<file path="src/rtl/uinstr_issue_ctrl.sv">
// -----------------------------------------------------------------------------
// uinstr_issue_ctrl
//
// Issue controller that sits between a host instruction port and a microcode
// sequencer. It accepts one instruction at a time, steers the sequencer
// through dispatch and the control-memory read latency, then issues one
// micro-op per cycle from the control word (CW) until an end bit or an error.
//
// CW layout: [31:16] branch target (sequencer only), [15:14] next-address
// select (00 inc, 01 branch, 10 return, 11 illegal), [13] call, [12] end,
// [DP_WIDTH-1:0] datapath controls.
//
// Ports:
//   clk, reset_n                       clock, synchronous active-low reset
//   instr_valid/instr_ready            host handshake
//   instr_opcode/instr_f4/instr_f5     host instruction fields
//   CW                                 control word from control memory
//   stack_empty                        sequencer return-stack empty flag
//   err_clr                            leaves ERR and clears err_code
//   opcode/function4bit/function5bit   latched instruction fields
//   uCode_Addr                         next-address select to sequencer
//   stack_push/stack_pop/load_ret_addr return-stack strobes
//   dp_ctrl/dp_valid                   issued datapath controls
//   done, busy, err_code, uop_count    status
//
// Configuration macro: UOP_WATCHDOG_EN -- when defined, an instruction that
// issues MAX_UOPS micro-ops without an end bit goes to ERR with code 11.
//
// Timing note: the CW-dependent outputs (uCode_Addr, stack strobes, dp_ctrl,
// dp_valid) are decoded from the registered state and the current CW, because
// the sequencer needs the next-address select in the same cycle the control
// word is presented. All status outputs come straight from registers.
// -----------------------------------------------------------------------------
module uinstr_issue_ctrl #(
    parameter int STACK_DEPTH = 4,
    parameter int MAX_UOPS    = 1024,
    parameter int DP_WIDTH    = 12
) (
    input  logic                clk,
    input  logic                reset_n,
    input  logic                instr_valid,
    output logic                instr_ready,
    input  logic [3:0]          instr_opcode,
    input  logic [3:0]          instr_f4,
    input  logic [4:0]          instr_f5,
    input  logic [31:0]         CW,
    input  logic                stack_empty,
    input  logic                err_clr,
    output logic [3:0]          opcode,
    output logic [3:0]          function4bit,
    output logic [4:0]          function5bit,
    output logic [1:0]          uCode_Addr,
    output logic                stack_push,
    output logic                stack_pop,
    output logic                load_ret_addr,
    output logic [DP_WIDTH-1:0] dp_ctrl,
    output logic                dp_valid,
    output logic                done,
    output logic                busy,
    output logic [1:0]          err_code,
    output logic [15:0]         uop_count
);

    localparam int              DW         = $clog2(STACK_DEPTH + 1);
    localparam logic [DW-1:0]   DEPTH_FULL = DW'(STACK_DEPTH);
    localparam logic [16:0]     WD_LIMIT   = 17'(MAX_UOPS);

    typedef enum logic [2:0] {
        S_IDLE     = 3'd0,
        S_DISPATCH = 3'd1,
        S_WAIT     = 3'd2,
        S_EXEC     = 3'd3,
        S_DONE     = 3'd4,
        S_ERR      = 3'd5
    } state_t;

    state_t         state_q;
    logic [DW-1:0]  depth_q;
    logic [15:0]    uop_count_q;
    logic [1:0]     err_code_q;
    logic           instr_ready_q;
    logic           busy_q;
    logic           done_q;
    logic [3:0]     opcode_q;
    logic [3:0]     f4_q;
    logic [4:0]     f5_q;

    logic [1:0]     cw_sel_s;
    logic           cw_call_s;
    logic           cw_end_s;
    logic           cw_pop_s;
    logic [1:0]     err_next_s;
    logic           exec_err_s;
    logic           issue_s;
    logic [DW-1:0]  depth_d;
    logic [15:0]    uop_count_d;
    logic           unused_s;

    assign cw_sel_s  = CW[15:14];
    assign cw_call_s = CW[13];
    assign cw_end_s  = CW[12];
    assign cw_pop_s  = (cw_sel_s == 2'b10);

    // Branch target is consumed by the sequencer, not here.
    assign unused_s = ^{CW[31:16], WD_LIMIT};

    // Classify the current control word; illegal select is checked first,
    // then underflow, then overflow.
    always_comb begin
        err_next_s = 2'b00;
        if (cw_sel_s == 2'b11) begin
            err_next_s = 2'b10;
        end else if (cw_pop_s && stack_empty) begin
            err_next_s = 2'b01;
        end else if (cw_call_s && (depth_q == DEPTH_FULL)) begin
            err_next_s = 2'b10;
        end else begin
            err_next_s = 2'b00;
        end
        exec_err_s = (state_q == S_EXEC) && (err_next_s != 2'b00);
        issue_s    = (state_q == S_EXEC) && (err_next_s == 2'b00);
    end

    // Depth and micro-op counter next values for an issued micro-op; a push
    // and pop together cancel.
    always_comb begin
        depth_d = depth_q;
        case ({cw_call_s, cw_pop_s})
            2'b10:   depth_d = depth_q + DW'(1);
            2'b01:   depth_d = depth_q - DW'(1);
            default: depth_d = depth_q;
        endcase
        if (uop_count_q == 16'hFFFF) begin
            uop_count_d = uop_count_q;
        end else begin
            uop_count_d = uop_count_q + 16'd1;
        end
    end

    // Sequencer-facing strobes; suppressed outside EXEC and on error cycles.
    always_comb begin
        stack_push    = issue_s && cw_call_s;
        load_ret_addr = issue_s && cw_call_s;
        stack_pop     = issue_s && cw_pop_s;
        dp_valid      = issue_s;
        if (issue_s) begin
            dp_ctrl = CW[DP_WIDTH-1:0];
        end else begin
            dp_ctrl = {DP_WIDTH{1'b0}};
        end
        case (state_q)
            S_DISPATCH: uCode_Addr = 2'b11;
            S_EXEC: begin
                if (issue_s) begin
                    uCode_Addr = cw_sel_s;
                end else begin
                    uCode_Addr = 2'b00;
                end
            end
            default:    uCode_Addr = 2'b00;
        endcase
    end

    // Main FSM with registered status outputs.
    always_ff @(posedge clk) begin
        if (!reset_n) begin
            state_q       <= S_IDLE;
            depth_q       <= {DW{1'b0}};
            uop_count_q   <= 16'd0;
            err_code_q    <= 2'b00;
            instr_ready_q <= 1'b1;
            busy_q        <= 1'b0;
            done_q        <= 1'b0;
            opcode_q      <= 4'd0;
            f4_q          <= 4'd0;
            f5_q          <= 5'd0;
        end else begin
            case (state_q)
                S_IDLE: begin
                    done_q <= 1'b0;
                    if (instr_valid) begin
                        opcode_q      <= instr_opcode;
                        f4_q          <= instr_f4;
                        f5_q          <= instr_f5;
                        uop_count_q   <= 16'd0;
                        instr_ready_q <= 1'b0;
                        busy_q        <= 1'b1;
                        state_q       <= S_DISPATCH;
                    end
                end
                S_DISPATCH: begin
                    depth_q <= {DW{1'b0}};
                    state_q <= S_WAIT;
                end
                S_WAIT: begin
                    state_q <= S_EXEC;
                end
                S_EXEC: begin
                    if (exec_err_s) begin
                        err_code_q <= err_next_s;
                        state_q    <= S_ERR;
                    end else begin
                        uop_count_q <= uop_count_d;
                        depth_q     <= depth_d;
                        if (cw_end_s) begin
                            done_q  <= 1'b1;
                            state_q <= S_DONE;
                        end
`ifdef UOP_WATCHDOG_EN
                        // Count including this micro-op has hit the limit.
                        else if (({1'b0, uop_count_q} + 17'd1) >= WD_LIMIT) begin
                            err_code_q <= 2'b11;
                            state_q    <= S_ERR;
                        end
`endif
                    end
                end
                S_DONE: begin
                    done_q        <= 1'b0;
                    instr_ready_q <= 1'b1;
                    busy_q        <= 1'b0;
                    state_q       <= S_IDLE;
                end
                S_ERR: begin
                    if (err_clr) begin
                        err_code_q    <= 2'b00;
                        instr_ready_q <= 1'b1;
                        busy_q        <= 1'b0;
                        state_q       <= S_IDLE;
                    end
                end
                default: begin
                    instr_ready_q <= 1'b1;
                    busy_q        <= 1'b0;
                    done_q        <= 1'b0;
                    state_q       <= S_IDLE;
                end
            endcase
        end
    end

    assign instr_ready  = instr_ready_q;
    assign busy         = busy_q;
    assign done         = done_q;
    assign err_code     = err_code_q;
    assign uop_count    = uop_count_q;
    assign opcode       = opcode_q;
    assign function4bit = f4_q;
    assign function5bit = f5_q;

endmodule

</file>
<file path="config.mk">
export PLATFORM = sky130hd
export DESIGN_NAME = uinstr_issue_ctrl
export DESIGN_NICKNAME = d
export VERILOG_FILES = /design/src/rtl/uinstr_issue_ctrl.sv
export SDC_FILE = /design/constraint.sdc
export NUM_CORES = 1
export LEC_CHECK = 0
export ABC_AREA = 1
export CAP_MARGIN = 15
export CORE_MARGIN = 5
export CORE_UTILIZATION = 35
export CTS_BUF_LIST = sky130_fd_sc_hd__clkbuf_8
export CTS_CLUSTER_DIAMETER = 40
export DETAILED_ROUTE_END_ITERATION = 8
export HOLD_SLACK_MARGIN = 0.12
export PLACE_DENSITY = 0.71
export SLEW_MARGIN = 15
export SYNTH_ARGS = -nofsm -noshare
export SYNTH_HDL_FRONTEND = slang
export SYNTH_SLANG_ARGS = --single-unit
</file>
<file path="constraint.sdc">
create_clock -name clk -period 1.8 [get_ports clk]
set_input_delay 0.18 -clock clk [delete_from_list [all_inputs] [get_ports clk]]
set_output_delay 0.18 -clock clk [all_outputs]
set_load 0.005 [all_outputs]
</file>
==> results.md, run 1 <==
* Yosys cell types at 39
* Global-route usage over all layers at 0.1656
* Worst vdd ir at ~0.42 mV
* CTS Hold Buffers Added at 0
* Final Instance Count excl. Fillers at approximately 570
* Area share of the largest cell type after synthesis at 0.3339
* Worst Hold Path EP: function5bit[1]
* H-tree lvl count at 2
* Site Rows at 30
* Slowest Stage Delay on Critical Path at ~340 ps
* Cell internal pwr at between 2000 and 2500 uW
* Post-synthesis net count at roughly 400
* Routed WL at approximately 7200 um
* #FFs+latches synth at 40
* Starting DRT DRC Count at between 100 and 150
* Max Clock Skew at 8.269 ps
* Number of global-route vias before repair at 2587
* Nets at between 500 and 600
* Top FF cell, synth: dfxtp_1
* Status: finished, violations left
* Slew margin rel. at 0.7425
* Setup TNS at -174.5 ps
* Hold Crit Class: register to register
* Final period utilization at 1.021
* Maxcap violations at 0
* Worst Path Arrival at approximately 1700 ps
* Commonest cells in the synthesized netlist: 68 x nand2_1, 52 x inv_1, 52 x nor2_1
* P_leak at ~0.0016 uW
* CP max stage cell: dfxtp_2
* Sequential group share of total power at 0.317
* Clk pwr share at 0.250
* Final Hold Fails at 0
* R2R Path Start: uop_count[0]
* Initial Util at 0.3570
* Most frequent cell after synthesis: nand2_1
* # fillers at 615
* Post-layout instance area at about 0.0038 mm2
* R2r setup slk at ~130 ps
* Layout cells sized above 1 at 0.2366
* Req. time, crit path at around 1600 ps
* Worst slew pin tran at 382.8 ps
* Failing checks: setup timing
* Chip height at approximately 90 um
* Slew Limit Fails at 0
* Register area at around 800 um2
* Drt via density at 4.758
* Via count at approximately 2700
* DR pass1 iterations at 4
* Min-delay src: function5bit[1]
* Die area at between 0.008 and 0.009 mm2
* First-pass GRT wire length at between 10000 and 15000 um
* Worst reg-to-reg path cell count at 10
* Diodes inserted at 0
* Pwr dens at between 900 and 1000 mW/mm2
* Sw Share at 0.3487
* Max clock buf depth at 2
* Clock sink count at 40
* Critical-path cell list: inv_2 -> nor2_4 -> nand2_4 -> clkinv_4 -> nand4_4 -> buf_4 -> buf_6 -> buf_4 -> nor2_1 -> buf_2
* Yosys synthesis warning count at 0
* CTS Root Cell: clkbuf_8
* Post-synth EDFFs at 0
* RSZ-0062 raised after global routing: yes
* Hold Crit Depth at 2
* R2r endpoint: uop_count[1]
* Combinational share of power at 0.433
* IO buf count at 85
* Crit Path Category: register to primary output
* Buf+Inv Stages, Crit Path at 6
* Worst Slack Setup Final at -37.52 ps
* Critical path's top delay family: buffers and inverters
* Routability cong. at ~0.85
* Total grt overflow at 0
* Routed Antenna Nets at 0
* Largest net degree at the start of global routing at 27
* Cts bufs inserted at 5
* Area leader, netlist: dfxtp_1
* Crit path capture type: primary output
* Tmin final at 1838 ps
* Worst-skew pair later-pin latency at roughly 300 ps
* CP most frequent cell: buf_4
* Placed cell count at ~550
* P&R area growth vs syn at 57.49%
* Core Area at 0.006719 mm2
* Initial antenna violation count at 0
* CP Max Fanout at 5
* Asr flop ratio synth at 0
* Dpl hpwl at approximately 5400 um
* Peak Freq at roughly 540 MHz
* Die Span X at between 90 and 100 um
* Area of the multi-input gates at approximately 0.0014 mm2
* DP Area at around 0.0035 mm2
* Register area share after synthesis at 0.3339
* Drt drc at 0
* Switch Pwr at between 1000 and 1500 uW
* Setup-failing EPs final at 7
* CTS tree: done
* Reg clk slew, reported paths at 80 ps
* Routed wire per std cell at about 13 um
* Synth Area per Inst at ~6.7 um2
* Syn Std Cell Area at roughly 0.0024 mm2
* Syn Inst Count at approximately 360
* Synth area leaders: dfxtp_1 33%, nand2_1 11%, inv_1 8.1%
* Boundary pin count at between 100 and 150
* CP startpoint kind: register
layer usage:
layer  GRT usage  wire length [um]
met1      0.2205              3179
met2      0.2723              3394
met3     0.03737               489
met4     0.03785                87
met5           0                 0
tightest hold or removal path, stage by stage (launching register included):
cell and delay [ps]:
dfxtp_1 310, inv_1 50, a21oi_1 50
per-stage QoR:
step / power (uW) / utilization / worst slack, ps / hold WS, ps
2_1_floorplan: 1941 / - / 89.57 / 318.4
3_3_place_gp: 2490 / 0.5277 / -185.3 / 429.4
3_5_place_dp: 2535 / 0.5277 / -229.5 / 436.8
4_1_cts: 3432 / 0.5564 / -140.5 / 448.8
5_1_grt: 3694 / 0.5622 / -137.7 / 477.2
6_report: 3477 / 0.5622 / -37.52 / 445.3
registers in the layout, indices dropped and copies added (netlist names):
signal / cells
depth_q: 3
function5bit: 5
function4bit: 4
state_q: 3
done: 1
err_code: 2
instr_ready: 1
uop_count: 16
busy: 1
opcode: 4
placed cells by master, fill, tap and decap left out, types with 3 or more instances in the layout:
cell and count:
dlygate4sd2_1 5, clkbuf_8 5, a21oi_1 24, nor2_4 4
inv_1 52, nand2_2 9, nor2_2 4, buf_2 11
buf_4 45, nand2_1 66, o21bai_1 3, nand3_1 23
nor2_1 49, nand2_4 3, clkdlybuf4s50_1 66, inv_2 3
o21ai_0 19, a21oi_2 11, buf_6 4, dfxtp_1 39
nand4_1 7
power by group through the flow:
stage	logic, uW	clock network (uW)	registers (uW)
final	1510	869	1100
after global routing	1660	919	1120
after CTS	1450	878	1110
after detailed placement	1410	0	1120
after global placement	1370	0	1120
after floorplan	797	0	1140
area by class of cell:
| cell class | instances | area share |
|---|---|---|
| multi-input combinational | 249 | 0.3617 |
| timing repair buffer | 134 | 0.3084 |
| sequential | 40 | 0.2123 |
| inverter | 56 | 0.05697 |
| tap | 80 | 0.02650 |
| clock buffer | 5 | 0.01822 |
| clock inverter | 2 | 0.01590 |
cells by family after synthesis:
kind of cell	share of synthesized area
xor gates and xnor gates	0.01096
AOI/OAI and AO/OA	0.1701
buffers and inverters	0.1205
and+or+nand+nor	0.3458
DFF	0.3339
adders and majority gates	0.01878
worst max-delay path by stage:
stage | end | slack [ps] | depth (start not counted) | from
floorplan | uop_count[12] | 90 | 10 | uop_count[0]
global placement | dp_ctrl[5] | -190 | 8 | CW[13]
detailed placement | dp_ctrl[1] | -230 | 7 | CW[14]
CTS | uCode_Addr[0] | -140 | 7 | state_q[1]
global route | dp_ctrl[11] | -140 | 10 | state_q[1]
finish | dp_ctrl[7] | -40 | 10 | state_q[1]
repair_timing:
action                                  in CTS  in global routing
gates cloned                                 1                  0
endpoints found under the setup margin      18                 17
pin swaps                                    2                  3
buffers inserted                             7                  5
resized for setup                           62                 16
Note: power is estimated with default switching activity, not from simulation.
==> run 2, diff against run 1 <==
Settings changed: PLACE_DENSITY 0.71 to not set, PLACE_DENSITY_LB_ADDON set to 0.15, TNS_END_PERCENT set to 5.
==> run 2 against run 1 <==
  * The flow still finishes with violations (setup timing)
  * Setup slack got worse by 160 ps
  * Wire length down 4.4%
  * Flip-flop and latch count unchanged
  * Total power is 4.8% lower
  * Global-route usage shrank 0.27 points
  * Maximum frequency fell by 8.0%
  * Cell area fell by 2.3%
  * Combinational power down 4%
  * First-iteration DRC count rose by 16%
  * Core utilization decreased by 1.3 points
  * Non-clock buffer count shrank 10
  * Critical path type unchanged
==> results.md, run 2 (same netlist as run 1, synthesis figures left out) <==
* Critical path's top delay family: buffers and inverters
* Hold Crit Class: register to register
* R2r endpoint: uop_count[1]
* R2R Path Start: uop_count[0]
* H-tree lvl count at 2 (unchanged)
* Cts bufs inserted at 5 (unchanged)
* Largest register FFs at 16 (unchanged)
* P_leak at 0.001561 uW (-4.4%)
* Worst reg-to-reg path cell count at 10 (unchanged)
* Die Span X at 92.78 um (unchanged)
* Initial Util at 0.3570 (unchanged)
* Failing checks: setup timing
* Global-route usage over all layers at 0.1629 (-0.002686)
* Routed WL at 6835 um (-4.4%)
* DP Area at 0.003561 mm2 (+0.42%)
* CP startpoint kind: register
* Crit path capture type: primary output
* Post-layout instance area at 0.003692 mm2 (-2.3%)
* Dpl hpwl at 5261 um (-2.5%)
* CP max stage cell: clkdlybuf4s50_1
* CP startpoint: state_q[1]
* Combinational share of power at 0.436 (+0.003)
* Critical-path cell list: inv_2 -> nor2_4 -> nand2_4 -> inv_6 -> nand4_4 -> buf_4 -> nor2_1 -> clkdlybuf4s50_1
* CTS tree: done
* Total grt overflow at 0 (unchanged)
* Slowest Stage Delay on Critical Path at 500 ps (+160 ps)
* Worst slew pin tran at 370.4 ps (-12.41 ps)
* Via count at 2646 (-1.7%)
* Final Hold Fails at 0 (unchanged)
* Levels on crit path at 8 (-2)
* Buf+Inv Stages, Crit Path at 4 (-2)
* Routability cong. at 0.8327 (-2.3%)
* Worst Slack Setup Final at -196.9 ps (-159.4 ps)
* Peak Freq at 500.8 MHz (-8.0%)
* Largest net degree at the start of global routing at 17 (-37%)
* Site Rows at 30 (unchanged)
* Chip height at 92.78 um (unchanged)
* Sequential group share of total power at 0.333 (+0.016)
* CTS Root Cell: clkbuf_8
* Clock sink count at 40 (unchanged)
* Drt via density at 4.750 (-0.16%)
* CP endpoint: stack_pop
* Status: finished, violations left
* DR pass1 iterations at 4 (unchanged)
* Slew margin rel. at 0.7528 (+0.01036)
* Die area at 0.008608 mm2 (unchanged)
* Core Area at 0.006719 mm2 (unchanged)
* Worst hold slack at 445.7 ps (+0.3110 ps)
* Commonest non-fill, non-tap cell in the layout: clkdlybuf4s50_1
* Tmin final at 1997 ps (+159.4 ps)
* Clk pwr share at 0.230 (-0.020)
* Sw Share at 0.3614 (+0.01272)
* Crit Path Category: register to primary output
* Drt drc at 0 (unchanged)
* First-pass GRT wire length at 11610 um (-2.1%)
* Slew Limit Fails at 0 (unchanged)
* Post-CTS Setup Bufs at 0 (-7)
* Final period utilization at 1.109 (+0.08855)
* Leading cell types in the layout, fill and taps excluded: 72 x clkdlybuf4s50_1, 67 x nand2_1, 52 x inv_1, 51 x nor2_1, 38 x dfxtp_1
* Setup-failing EPs final at 5 (-2)
* IO buf count at 85 (unchanged)
* R2r setup slk at 140 ps (about the same)
* Cell internal pwr at 2115 uW (-6.6%)
* Reg clk slew, reported paths at 90 ps (about the same)
* Switch Pwr at 1197 uW (-1.3%)
* Diodes inserted at 0 (unchanged)
* P&R area growth vs syn at 53.94%
* Routed wire per std cell at 12.27 um (-2.9%)
* Req. time, crit path at 1620 ps (about the same)
* Boundary pin count at 102 (unchanged)
* Layout cells sized above 1 at 0.2034 (-0.03327)
* Routed Antenna Nets at 0 (unchanged)
* Max Clock Skew at 6.603 ps (-1.667 ps)
* Worst Path Arrival at 1820 ps (+160 ps)
* Initial antenna violation count at 0 (unchanged)
* Setup TNS at -711.9 ps (-537.4 ps)
* Max clock buf depth at 2 (unchanged)
* RSZ-0062 raised after global routing: yes
* Starting DRT DRC Count at 118 (+16%)
* Util after Layout at 0.5495 (-0.01266)
* Worst vdd ir at 0.3334 mV (-20%)
* CP Max Fanout at 7 (+2)
* Number of global-route vias before repair at 2568 (-0.73%)
* Worst-skew pair later-pin latency at 290 ps (about the same)
* Pwr dens at 896.9 mW/mm2 (-2.6%)
* Nets at 529 (-1.9%)
* Maxcap violations at 0 (unchanged)
-- run 2: changes by cell type in the layout (fill, tap and decap cells not counted), moves of 2 or more --
| cell | previous run | this run |
|---|---|---|
| nor2_1 | 49 | 51 |
| clkdlybuf4s50_1 | 66 | 72 |
| buf_2 | 11 | 0 |
| o21ai_2 | 2 | 0 |
| dlygate4sd2_1 | 5 | 2 |
| buf_6 | 4 | 2 |
| buf_4 | 45 | 37 |
| clkbuf_2 | 2 | 8 |
| clkdlybuf4s15_1 | 0 | 2 |
-- run 2: layout make-up --
type,instances,area (um2)
Clock inverter,3,47.55
Multi-Input combinational cell,249,1346
Sequential cell,40,803.3
Timing Repair Buffer,124,1111
Fill cell,648,3027
Tap cell,80,100.1
Clock buffer,5,68.82
Inverter,56,215.2
-- run 2: per-layer routing --
layer | GRT usage | wire length (um)
met1 | 0.1932 | 2998
met2 | 0.2915 | 3299
met3 | 0.03656 | 404
met4 | 0.04762 | 133
met5 | 0 | 0
-- run 2: stage by stage --
stage | instances | setup slack [ps] | total power (uW)
4_1_cts | 557 | -222.5 | 3331
2_1_floorplan | 356 | 89.57 | 1941
3_5_place_dp | 548 | -198.1 | 2538
3_3_place_gp | 548 | -167.5 | 2516
5_1_grt | 557 | -297.3 | 3551
6_report | 557 | -196.9 | 3312
-- run 2: worst min-delay path by stage --
| stage | cells after the start | from | end |
|---|---|---|---|
| 3_3_place_gp | 2 | opcode[3] | opcode[3] |
| 2_1_floorplan | 2 | reset_n | function4bit[0] |
| 6_report | 2 | opcode[3] | opcode[3] |
| 3_5_place_dp | 2 | opcode[3] | opcode[3] |
| 5_1_grt | 2 | opcode[3] | opcode[3] |
| 4_1_cts | 2 | opcode[3] | opcode[3] |
-- run 2: worst reg2reg max path: stages (launching register included) --
cell and delay, ps:
dfxtp_1 350, ha_1 190, nand2_2 100, nor2_8 150, nand2_4 80, o21ai_4 190, nand2_4 160, nand2_8 160
nand2_1 60, o21ai_0 80, nor2_1 50
-- run 2: what timing repair did --
action / CTS / global route
gates cloned: 1 / 0
endpoints found under the setup margin: 18 / 21
pin swaps: 0 / 0
hold buffers: 0 / 0
gates resized for setup: 22 / 21
-- run 2: power groups by stage --
stage | sequential [uW] | combinational (uW) | clock, uW
floorplan | 1140 | 797 | 0
global placement | 1120 | 1400 | 0
detailed placement | 1120 | 1410 | 0
CTS | 1110 | 1430 | 793
global route | 1120 | 1610 | 823
finish | 1100 | 1450 | 762
==> run 3, diff against run 2 <==
Settings changed: CORE_UTILIZATION 35 to 30.
==> run 3 against run 2 <==
  * The run now ends clean
  * Die area up 15%
  * Cell area increased by 1.7%
  * Global-route usage fell by 2.2 points
  * Register-to-register slack is essentially flat
  * Clock power rose by 7.9%
  * Flip-flop and latch count stayed put
  * Sequential power about the same
  * Clock skew shrank 1.9 ps
  * Largest cell class unchanged
  * Count of clock-buffer cells in the layout increased by 2
  * Total power is 1.4% higher
  * Non-clock buffer count rose by 3
==> results.md, run 3 (same netlist as run 1, synthesis figures left out) <==
* CP Max Fanout at 6 (-1)
* Routed Antenna Nets at 0 (unchanged)
* P_leak at 0.001605 uW (+2.8%)
* Slew margin rel. at 0.7896 (+0.03676)
* RSZ-0062 raised after global routing: yes
* Die Span X at 99.42 um (+7.2%)
* Clock sink count at 40 (unchanged)
* Final Hold Fails at 0 (unchanged)
* Worst-skew pair later-pin latency at 300 ps (about the same)
* Boundary pin count at 102 (unchanged)
* Number of global-route vias before repair at 2488 (-3.1%)
* Drt drc at 0 (unchanged)
* Global-route usage over all layers at 0.1405 (-0.02241)
* Commonest non-fill, non-tap cell in the layout: nand2_1
* Maxcap violations at 0 (unchanged)
* Max Clock Skew at 4.686 ps (-1.916 ps)
* Dpl hpwl at 5463 um (+3.8%)
* H-tree lvl count at 2 (unchanged)
* Status: finished, final reports clean
* Max clock buf depth at 2 (unchanged)
* Largest net degree at the start of global routing at 17 (unchanged)
* Setup TNS at 0 ps (+711.9 ps)
* Die area at 0.009883 mm2 (+15%)
* Nets at 532 (+0.57%)
* Via count at 2621 (-0.94%)
* CP startpoint kind: primary input
* Pwr dens at 894.8 mW/mm2 (-0.23%)
* Largest register FFs at 16 (unchanged)
* Diodes inserted at 0 (unchanged)
* Leading cell types in the layout, fill and taps excluded: 68 x nand2_1, 67 x clkdlybuf4s50_1, 52 x inv_1, 51 x nor2_1, 41 x buf_4
* Req. time, crit path at 1620 ps (about the same)
* Total grt overflow at 0 (unchanged)
* Worst Slack Setup Final at 63.44 ps (+260.4 ps)
* Routability cong. at 0.8421 (+1.1%)
* First-pass GRT wire length at 11450 um (-1.3%)
* Worst slew pin tran at 312.7 ps (-57.62 ps)
* Worst vdd ir at 0.2874 mV (-14%)
* IO buf count at 85 (unchanged)
* Starting DRT DRC Count at 72 (-39%)
* Final period utilization at 0.9648 (-0.1446)
* Worst Path Arrival at 1560 ps (-260 ps)
* Chip height at 99.42 um (+7.2%)
* Crit path capture type: primary output
* Hold Crit Class: register to register
* Drt via density at 4.503 (-5.2%)
* CTS Hold Buffers Added at 0 (unchanged)
* Site Rows at 32 (+6.7%)
* Peak Freq at 575.9 MHz (+15%)
* Routed wire per std cell at 11.83 um (-3.6%)
* CTS tree: done
* Core Area at 0.007767 mm2 (+16%)
* Setup-failing EPs final at 0 (-5)
* Initial antenna violation count at 0 (unchanged)
* Crit Path Category: primary input to primary output
* Slew Limit Fails at 0 (unchanged)
* Layout cells sized above 1 at 0.1958 (-0.007521)
* CTS Root Cell: clkbuf_8
* Reg clk slew, reported paths at 80 ps (about the same)
* Routed WL at 6886 um (+0.75%)
* Cts bufs inserted at 5 (unchanged)
* P&R area growth vs syn at 56.49%
* Tmin final at 1737 ps (-260.4 ps)
* Pre-CTS setup slack at -209.8 ps (-11.74 ps)
* DR pass1 iterations at 4 (unchanged)
* Initial Util at 0.3088 (-0.04819)
## run 3: changes by cell type in the layout (fill, tap and decap cells not counted), moves of 2 or more
| cell | previous run | this run |
|---|---|---|
| clkdlybuf4s50_1 | 72 | 67 |
| clkdlybuf4s15_1 | 2 | 5 |
| buf_4 | 37 | 41 |
| clkinv_4 | 2 | 0 |
| clkbuf_8 | 5 | 7 |
| clkbuf_2 | 8 | 4 |
| dlygate4sd2_1 | 2 | 8 |
## run 3: area by class of cell
class / instances / area (um2)
Inverter: 56 / 215.2
Clock buffer: 7 / 96.34
Tap cell: 102 / 127.6
Timing Repair Buffer: 127 / 1142
Fill cell: 803 / 4014
Clock inverter: 1 / 30.03
Multi-Input combinational cell: 249 / 1339
Sequential cell: 40 / 803.3
## run 3: critical path, cell delays in order
cell	delay (ps)
clkdlybuf4s50_1	520
inv_2	50
nand3_1	130
nand4_4	170
buf_4	190
nor2_1	70
dlygate4sd2_1	250
## run 3: through the flow
| step | instances | cell area, um2 | utilization | hold slack (ps) | power (uW) |
|---|---|---|---|---|---|
| floorplan | 356 | 2399 | - | 318.4 | 1941 |
| global placement | 573 | 3611 | 0.4649 | 430.9 | 2544 |
| detailed placement | 573 | 3611 | 0.4649 | 434.7 | 2558 |
| CTS | 581 | 3744 | 0.4820 | 447.5 | 3381 |
| global route | 582 | 3754 | 0.4832 | 465.7 | 3588 |
| finish | 582 | 3754 | 0.4832 | 443.3 | 3359 |
## run 3: report_power, final
group / internal [uW] / switching (uW) / leakage [uW] / total (uW)
Combinational: 669 / 767 / 0.00121 / 1440
Sequential: 1020 / 75.9 / 0.000328 / 1100
Clock: 490 / 333 / 0.0000645 / 822
## run 3: final timing paths
path,startpoint,to,slack (ps),cells past startpoint
worst max-delay path,CW[14],dp_ctrl[0],60,7
worst min-delay path,function4bit[2],function4bit[2],440,2
worst max register to register,uop_count[1],uop_count[1],140,10
worst min register to register,function4bit[2],function4bit[2],440,2
## run 3: what timing repair did
action,in CTS,in global routing
endpoints found under the setup margin,18,20
pin swaps,0,1
setup buffers,0,1
gates resized for setup,26,15
## run 3: metal layers
| metal | vias up | wire (um) | GRT usage |
|---|---|---|---|
| li1 | 1381 | - | - |
| met1 | 1173 | 3021 | 0.1689 |
| met2 | 58 | 3357 | 0.2469 |
| met3 | 9 | 390 | 0.03436 |
| met4 | 0 | 116 | 0.04202 |
| met5 | - | 0 | 0 |
